===== config.mk =====
export PLATFORM = sky130hd
export DESIGN_NAME = relay_credit_sender
export DESIGN_NICKNAME = d
export VERILOG_FILES = /design/src/rtl/relay_credit_pkg.sv /design/src/rtl/relay_credit_pipe_stage.sv /design/src/rtl/relay_credit_sender.sv
export SDC_FILE = /design/constraint.sdc
export NUM_CORES = 1
export LEC_CHECK = 0
export CAP_MARGIN = 30
export CORE_UTILIZATION = 42
export DETAILED_ROUTE_END_ITERATION = 10
export PLACE_DENSITY_LB_ADDON = 0.08
export SYNTH_ARGS = -nofsm -noshare
export SYNTH_HDL_FRONTEND = slang
export SYNTH_SLANG_ARGS = --single-unit
export TNS_END_PERCENT = 100

===== constraint.sdc =====
create_clock -name clk -period 2.96 [get_ports clk]
set_clock_uncertainty 0.1 [all_clocks]
set_input_delay 0.296 -clock clk [delete_from_list [all_inputs] [get_ports clk]]
set_output_delay 0.296 -clock clk [all_outputs]
set_load 0.1 [all_outputs]

===== src/rtl/relay_credit_pkg.sv =====
// Shared types and default constants for the credit-based relay sender.
package relay_credit_pkg;

  // Sender control states: INIT loads the credit counter, RUN streams words.
  typedef enum logic {
    INIT = 1'b0,
    RUN  = 1'b1
  } state_t;

  // Default receiver buffer depth and pipeline depth.
  localparam int CREDITS_DEF = 8;
  localparam int LEVEL_DEF   = 2;

endpackage


===== src/rtl/relay_credit_pipe_stage.sv =====
// One register stage of the relay: a valid bit with asynchronous reset and a
// data register without reset that only loads when a valid word passes.
module relay_credit_pipe_stage #(
  parameter int DATA_WIDTH = 32
) (
  input  logic                  clk,
  input  logic                  reset,
  input  logic                  in_valid,
  input  logic [DATA_WIDTH-1:0] in_data,
  output logic                  out_valid,
  output logic [DATA_WIDTH-1:0] out_data
);

  logic                  valid_r;
  logic [DATA_WIDTH-1:0] data_r;

  // Valid bit: cleared by reset so in-flight words are dropped.
  always_ff @(posedge clk or posedge reset) begin
    if (reset) begin
      valid_r <= 1'b0;
    end else begin
      valid_r <= in_valid;
    end
  end

  // Data register: holds its previous contents when no word is offered.
  always_ff @(posedge clk) begin
    if (in_valid) begin
      data_r <= in_data;
    end else begin
      data_r <= data_r;
    end
  end

  assign out_valid = valid_r;
  assign out_data  = data_r;

endmodule


===== src/rtl/relay_credit_sender.sv =====
// Credit-based relay sender: pops an upstream FWFT FIFO while the receiver has
// free slots, forwards words over LEVEL register stages, and counts returned
// credits that travel back over LEVEL register stages.
// Optional feature macro: RELAY_CREDIT_SENDER_ERR_EN (sticky overflow flag).
module relay_credit_sender
  import relay_credit_pkg::*;
#(
  parameter int DATA_WIDTH = 32,
  parameter int CREDITS    = CREDITS_DEF,
  parameter int LEVEL      = LEVEL_DEF,
  parameter int CNT_WIDTH  = $clog2(CREDITS + 1)
) (
  input  logic                  clk,
  input  logic                  reset,
  input  logic                  in_empty_n,
  output logic                  in_read,
  input  logic [DATA_WIDTH-1:0] in_dout,
  output logic                  link_valid,
  output logic [DATA_WIDTH-1:0] link_data,
  input  logic                  link_credit,
  output logic [CNT_WIDTH-1:0]  credit_count,
  output logic                  idle,
  output logic                  err
);

  localparam logic [CNT_WIDTH-1:0] CREDITS_C = CNT_WIDTH'(CREDITS);
  localparam logic [CNT_WIDTH-1:0] ONE_C     = CNT_WIDTH'(1);
  localparam logic [CNT_WIDTH-1:0] ZERO_C    = CNT_WIDTH'(0);

  state_t                 state_r;
  state_t                 state_next_s;
  logic [CNT_WIDTH-1:0]   credit_count_r;
  logic [CNT_WIDTH-1:0]   count_next_s;
  logic                   send_s;
  logic                   credit_d_s;
  logic                   pipe_busy_s;

  // Index 0 is the pipeline input; index LEVEL is what leaves the last stage.
  logic [LEVEL:0]         fwd_valid_s;
  logic [DATA_WIDTH-1:0]  fwd_data_s [0:LEVEL];
  logic [LEVEL:0]         crd_valid_s;
  logic [0:0]             crd_data_s [0:LEVEL];

  // A word may only leave when the receiver is known to have a free slot.
  assign send_s  = (state_r == RUN) & in_empty_n & (credit_count_r != ZERO_C);
  assign in_read = send_s;

  assign fwd_valid_s[0] = send_s;
  assign fwd_data_s[0]  = in_dout;
  assign crd_valid_s[0] = link_credit;
  assign crd_data_s[0]  = link_credit;

  for (genvar g = 0; g < LEVEL; g++) begin : g_stage
    relay_credit_pipe_stage #(
      .DATA_WIDTH (DATA_WIDTH)
    ) u_fwd (
      .clk       (clk),
      .reset     (reset),
      .in_valid  (fwd_valid_s[g]),
      .in_data   (fwd_data_s[g]),
      .out_valid (fwd_valid_s[g+1]),
      .out_data  (fwd_data_s[g+1])
    );

    relay_credit_pipe_stage #(
      .DATA_WIDTH (1)
    ) u_crd (
      .clk       (clk),
      .reset     (reset),
      .in_valid  (crd_valid_s[g]),
      .in_data   (crd_data_s[g]),
      .out_valid (crd_valid_s[g+1]),
      .out_data  (crd_data_s[g+1])
    );
  end

  assign link_valid = fwd_valid_s[LEVEL];
  assign link_data  = fwd_data_s[LEVEL];
  assign credit_d_s = crd_valid_s[LEVEL] & crd_data_s[LEVEL][0];

  if (LEVEL > 0) begin : g_busy
    assign pipe_busy_s = |fwd_valid_s[LEVEL:1];
  end else begin : g_no_busy
    assign pipe_busy_s = 1'b0;
  end

  // Next state and next credit count; a credit with no free room saturates.
  always_comb begin
    state_next_s = state_r;
    count_next_s = credit_count_r;
    case (state_r)
      INIT: begin
        state_next_s = RUN;
        count_next_s = CREDITS_C;
      end
      RUN: begin
        state_next_s = RUN;
        case ({send_s, credit_d_s})
          2'b10: count_next_s = credit_count_r - ONE_C;
          2'b01: begin
            if (credit_count_r != CREDITS_C) begin
              count_next_s = credit_count_r + ONE_C;
            end else begin
              count_next_s = credit_count_r;
            end
          end
          default: count_next_s = credit_count_r;
        endcase
      end
      default: begin
        state_next_s = INIT;
        count_next_s = CREDITS_C;
      end
    endcase
  end

  // State and credit counter registers.
  always_ff @(posedge clk or posedge reset) begin
    if (reset) begin
      state_r        <= INIT;
      credit_count_r <= CREDITS_C;
    end else begin
      state_r        <= state_next_s;
      credit_count_r <= count_next_s;
    end
  end

  assign credit_count = credit_count_r;
  assign idle         = (credit_count_r == CREDITS_C) & ~pipe_busy_s;

`ifdef RELAY_CREDIT_SENDER_ERR_EN
  logic overflow_s;
  logic err_r;

  // A returned credit with every slot already counted as free is a protocol error.
  assign overflow_s = (state_r == RUN) & credit_d_s & ~send_s & (credit_count_r == CREDITS_C);

  // Sticky overflow flag, cleared only by reset.
  always_ff @(posedge clk or posedge reset) begin
    if (reset) begin
      err_r <= 1'b0;
    end else if (overflow_s) begin
      err_r <= 1'b1;
    end else begin
      err_r <= err_r;
    end
  end

  assign err = err_r;
`else
  assign err = 1'b0;
`endif

endmodule


==> impl_summary.log <==
[metrics] Final Worst Setup Slack: 0.355 ns
[metrics] Die Y-Extent: 81.9 um
[metrics] CTS tree: yes
[metrics] x dimension of the die: 81.9 um
[metrics] min Tclk post-route: 2.60 ns
[metrics] drt via density: 4.56
[metrics] Post-DP Area: about 3200 um2
[metrics] worst setup slack for register-to-register paths: around 0.37 ns
[metrics] diode count: 0
[metrics] path type of the worst setup path: flop to primary output
[metrics] quantity of I/O buffers inserted on ports: 74
[metrics] via count: 1286
[metrics] cell taking the most area after synthesis: edfxtp_1
[metrics] outcome: complete, no violations
[metrics] Area contributors post-synth: edfxtp_1, buf_4, dfrtp_1, dfstp_2, ha_1
[metrics] Placed Instances: 266
[metrics] end-of-flow core utilization: 56.9%
[metrics] portion of the post-synthesis area used by sequential elements: 80.2%
[metrics] Slew Limit Headroom: 39.3%
[metrics] fraction of layout instances using a drive strength above 1: between 20 and 30%
[metrics] IR drop worst, VDD: ~0.35 mV
[metrics] global-route wire length before repair: about 6400 um
[metrics] maximum clock path buffer count: 2
[metrics] ratio of final minimum period to clock period: 88.0%
[metrics] filler cell count in the final layout: between 400 and 500
[metrics] Clock Tree Root: clkbuf_8
[metrics] deepest level of the CTS H-tree: 3
[metrics] clk sink count: 73
[metrics] count of cells resized by post-cts repair: 0
[metrics] CTS clk-pin slew, worst paths: about 0.070 ns
[metrics] async set-or-reset flop fraction in the synthesized netlist: about an eighth
[metrics] Final Setup Violations: 0
[metrics] top flip-flop cell by instance count after synthesis: edfxtp_1
[metrics] worst min path class: input port to asynchronous set/reset pin
[metrics] largest net degree at the start of global routing: 27
[metrics] most used standard cells in the synthesized netlist: edfxtp_1, buf_4, dfrtp_1
[metrics] number of flops mapped to enable cells by yosys: 64
[metrics] Remaining DRCs: 0
[metrics] number of DRC markers after the initial detailed-route iteration: 59
[metrics] detailed-routing iteration count for the pre-antenna-repair pass: 4
[metrics] clock buffer count from CTS: 9
[metrics] Routed Wire Length: around 4200 um
[metrics] detail-routed net length per standard cell: between 10 and 15 um
[metrics] global-route usage over all layers: a little over an eighth
[metrics] number of nets in the synthesized netlist: about 190
[metrics] max capacitance violation total: 0
[metrics] Synth Instances: 147
[metrics] synth-to-layout area growth: 27.9%
[metrics] register bit total from synthesis: 73
[metrics] post-placement worst setup slack: 0.144 ns
[metrics] Initial Util: between 40% and 50%
[metrics] leakage power: ~1.3 nW
[metrics] area of the multi-input gates: 280 um2
[metrics] vias in the first global route: about 1400
[metrics] initial antenna violation count: 0
[metrics] RSZ-0062 raised after global routing: no
[metrics] insertion delay of the later-clocked pin in the worst-skew pair: about 0.33 ns
[metrics] number of standard-cell rows in the floorplan: 28
[metrics] dpl hpwl: roughly 2900 um
[metrics] type of destination of the critical path: primary output
[metrics] reg2reg end: credit_count[3]
[metrics] Final Instance Area: between 3000 and 4000 um2
[metrics] synthesized area per cell: 18.2 um2
[metrics] buffer count from post-CTS setup fixing: 0
[metrics] Detail Route Antenna Nets: 0
[metrics] layout net count: about 240
[metrics] maximum frequency from static timing analysis: approximately 380 MHz
[metrics] yosys synthesis warning count: 0
[metrics] Critical R2R Launch: credit_count[0]
[metrics] area share of the largest cell type after synthesis: 71.7%
[metrics] library cell with the highest instance count after synthesis: edfxtp_1
[metrics] Hold WS: 0.132 ns
[metrics] Core Region: between 6000 and 7000 um2
[metrics] final weighted congestion in routability-driven placement: a little over 0.7
[metrics] area of the mapped netlist: between 2000 and 3000 um2
[metrics] final count of pins violating max slew: 0
[metrics] Crit Path Max Fanout: 6
[metrics] flip-flop and latch area: 2150 um2
[metrics] number of standard cells in the layout, taps in and fillers out: 282
[metrics] Final Hold Viols: 0
[metrics] sort of element at the start of the critical path: flop
[metrics] arrival time worst endpoint: between 2 and 2.5 ns
[metrics] power density normalized to cell area: between 700 and 800 nW/um2
[metrics] I/O Pins: 76
[metrics] Netlist cell types: 30
[metrics] cell depth of the worst flop-to-flop path: 8
[metrics] remaining global-route overflow: 0
[metrics] Die ar.: roughly 6700 um2
[metrics] hold buffer count at cts: 0
[metrics] Worst EP required: around 2.6 ns
[metrics] slew at the pin closest to its max-slew limit: 0.898 ns
-- metrics by stage --
stage	power (mW)	setup TNS, ns
floorplan	1.61	-0.0567
global placement	1.71	0
detailed placement	1.73	0
CTS	2.45	0
global route	2.52	0
finish	2.41	0
-- layout make-up --
type	count	share of cell area [%]
clock buffer	12	3.94
tap	75	2.74
timing repair buffer	77	20.5
clock inverter	4	1.28
multi-input combinational	35	8.18
sequential	73	62.7
inverter	6	0.657
-- flip-flops by register name, indices dropped and copies added, names as in the netlist --
name,count
credit_count,4
state_r,1
g_stage.u_crd.out_valid,2
g_stage.u_fwd.out_data,64
g_stage.u_fwd.out_valid,2
-- how the worst max path moves through the flow --
| stage | from | to |
|---|---|---|
| after floorplan | credit_count[0] | credit_count[3] |
| after global placement | in_empty_n | credit_count[3] |
| after detailed placement | in_empty_n | credit_count[3] |
| after CTS | credit_count[0] | credit_count[3] |
| after global routing | credit_count[0] | credit_count[3] |
| final | credit_count[3] | idle |
-- cells by family (layout without fill, tap and decap cells) --
kind of cell             count (synthesis)  in the layout  synth area share [%]
AO/OA/AOI/OAI                            9              9                  2.75
XOR/XNOR                                 1              1                 0.327
adder cells (fa/ha/maj)                  3              3                  1.68
buffers and inverters                   39             99                  10.1
flip-flops                              73             73                  80.2
multiplexers                             2              2                 0.794
other                                    2              2                 0.280
AND/OR/NAND/NOR                         18             18                  3.92
-- placed cells by master (no fill, tap or decap), drive strengths merged, types with 2 or more instances in the layout --
| cell | synthesis | routed |
|---|---|---|
| inv | 6 | 6 |
| nand2 | 4 | 4 |
| clkinv | 0 | 3 |
| ha | 2 | 2 |
| buf | 33 | 42 |
| a211oi | 2 | 2 |
| clkbuf | 0 | 12 |
| clkdlybuf4s50 | 0 | 35 |
| nor3 | 5 | 5 |
| edfxtp | 64 | 64 |
| and2 | 2 | 2 |
| conb | 2 | 2 |
| dfrtp | 8 | 8 |
-- critical path, stage by stage, from the launching register on --
cell and delay [ns]:
dfstp_2 0.58, nor4b_1 0.75, nor3b_4 0.35, buf_12 0.20
-- power by group --
part           switching (mW)  internal (mW)  total [mW]
Sequential             0.0351           1.19        1.23
Combinational           0.341          0.137       0.478
Clock                   0.323          0.385       0.708
-- routing by layer --
metal	vias to the layer above	share of wire, %	global-route usage [%]
met1	622	40	15.8
met3	4	6.6	4.44
li1	616	-	-
met2	44	53	22.0
met4	0	0.81	8.42
met5	-	0	0
(Power assumes the default switching activity.)
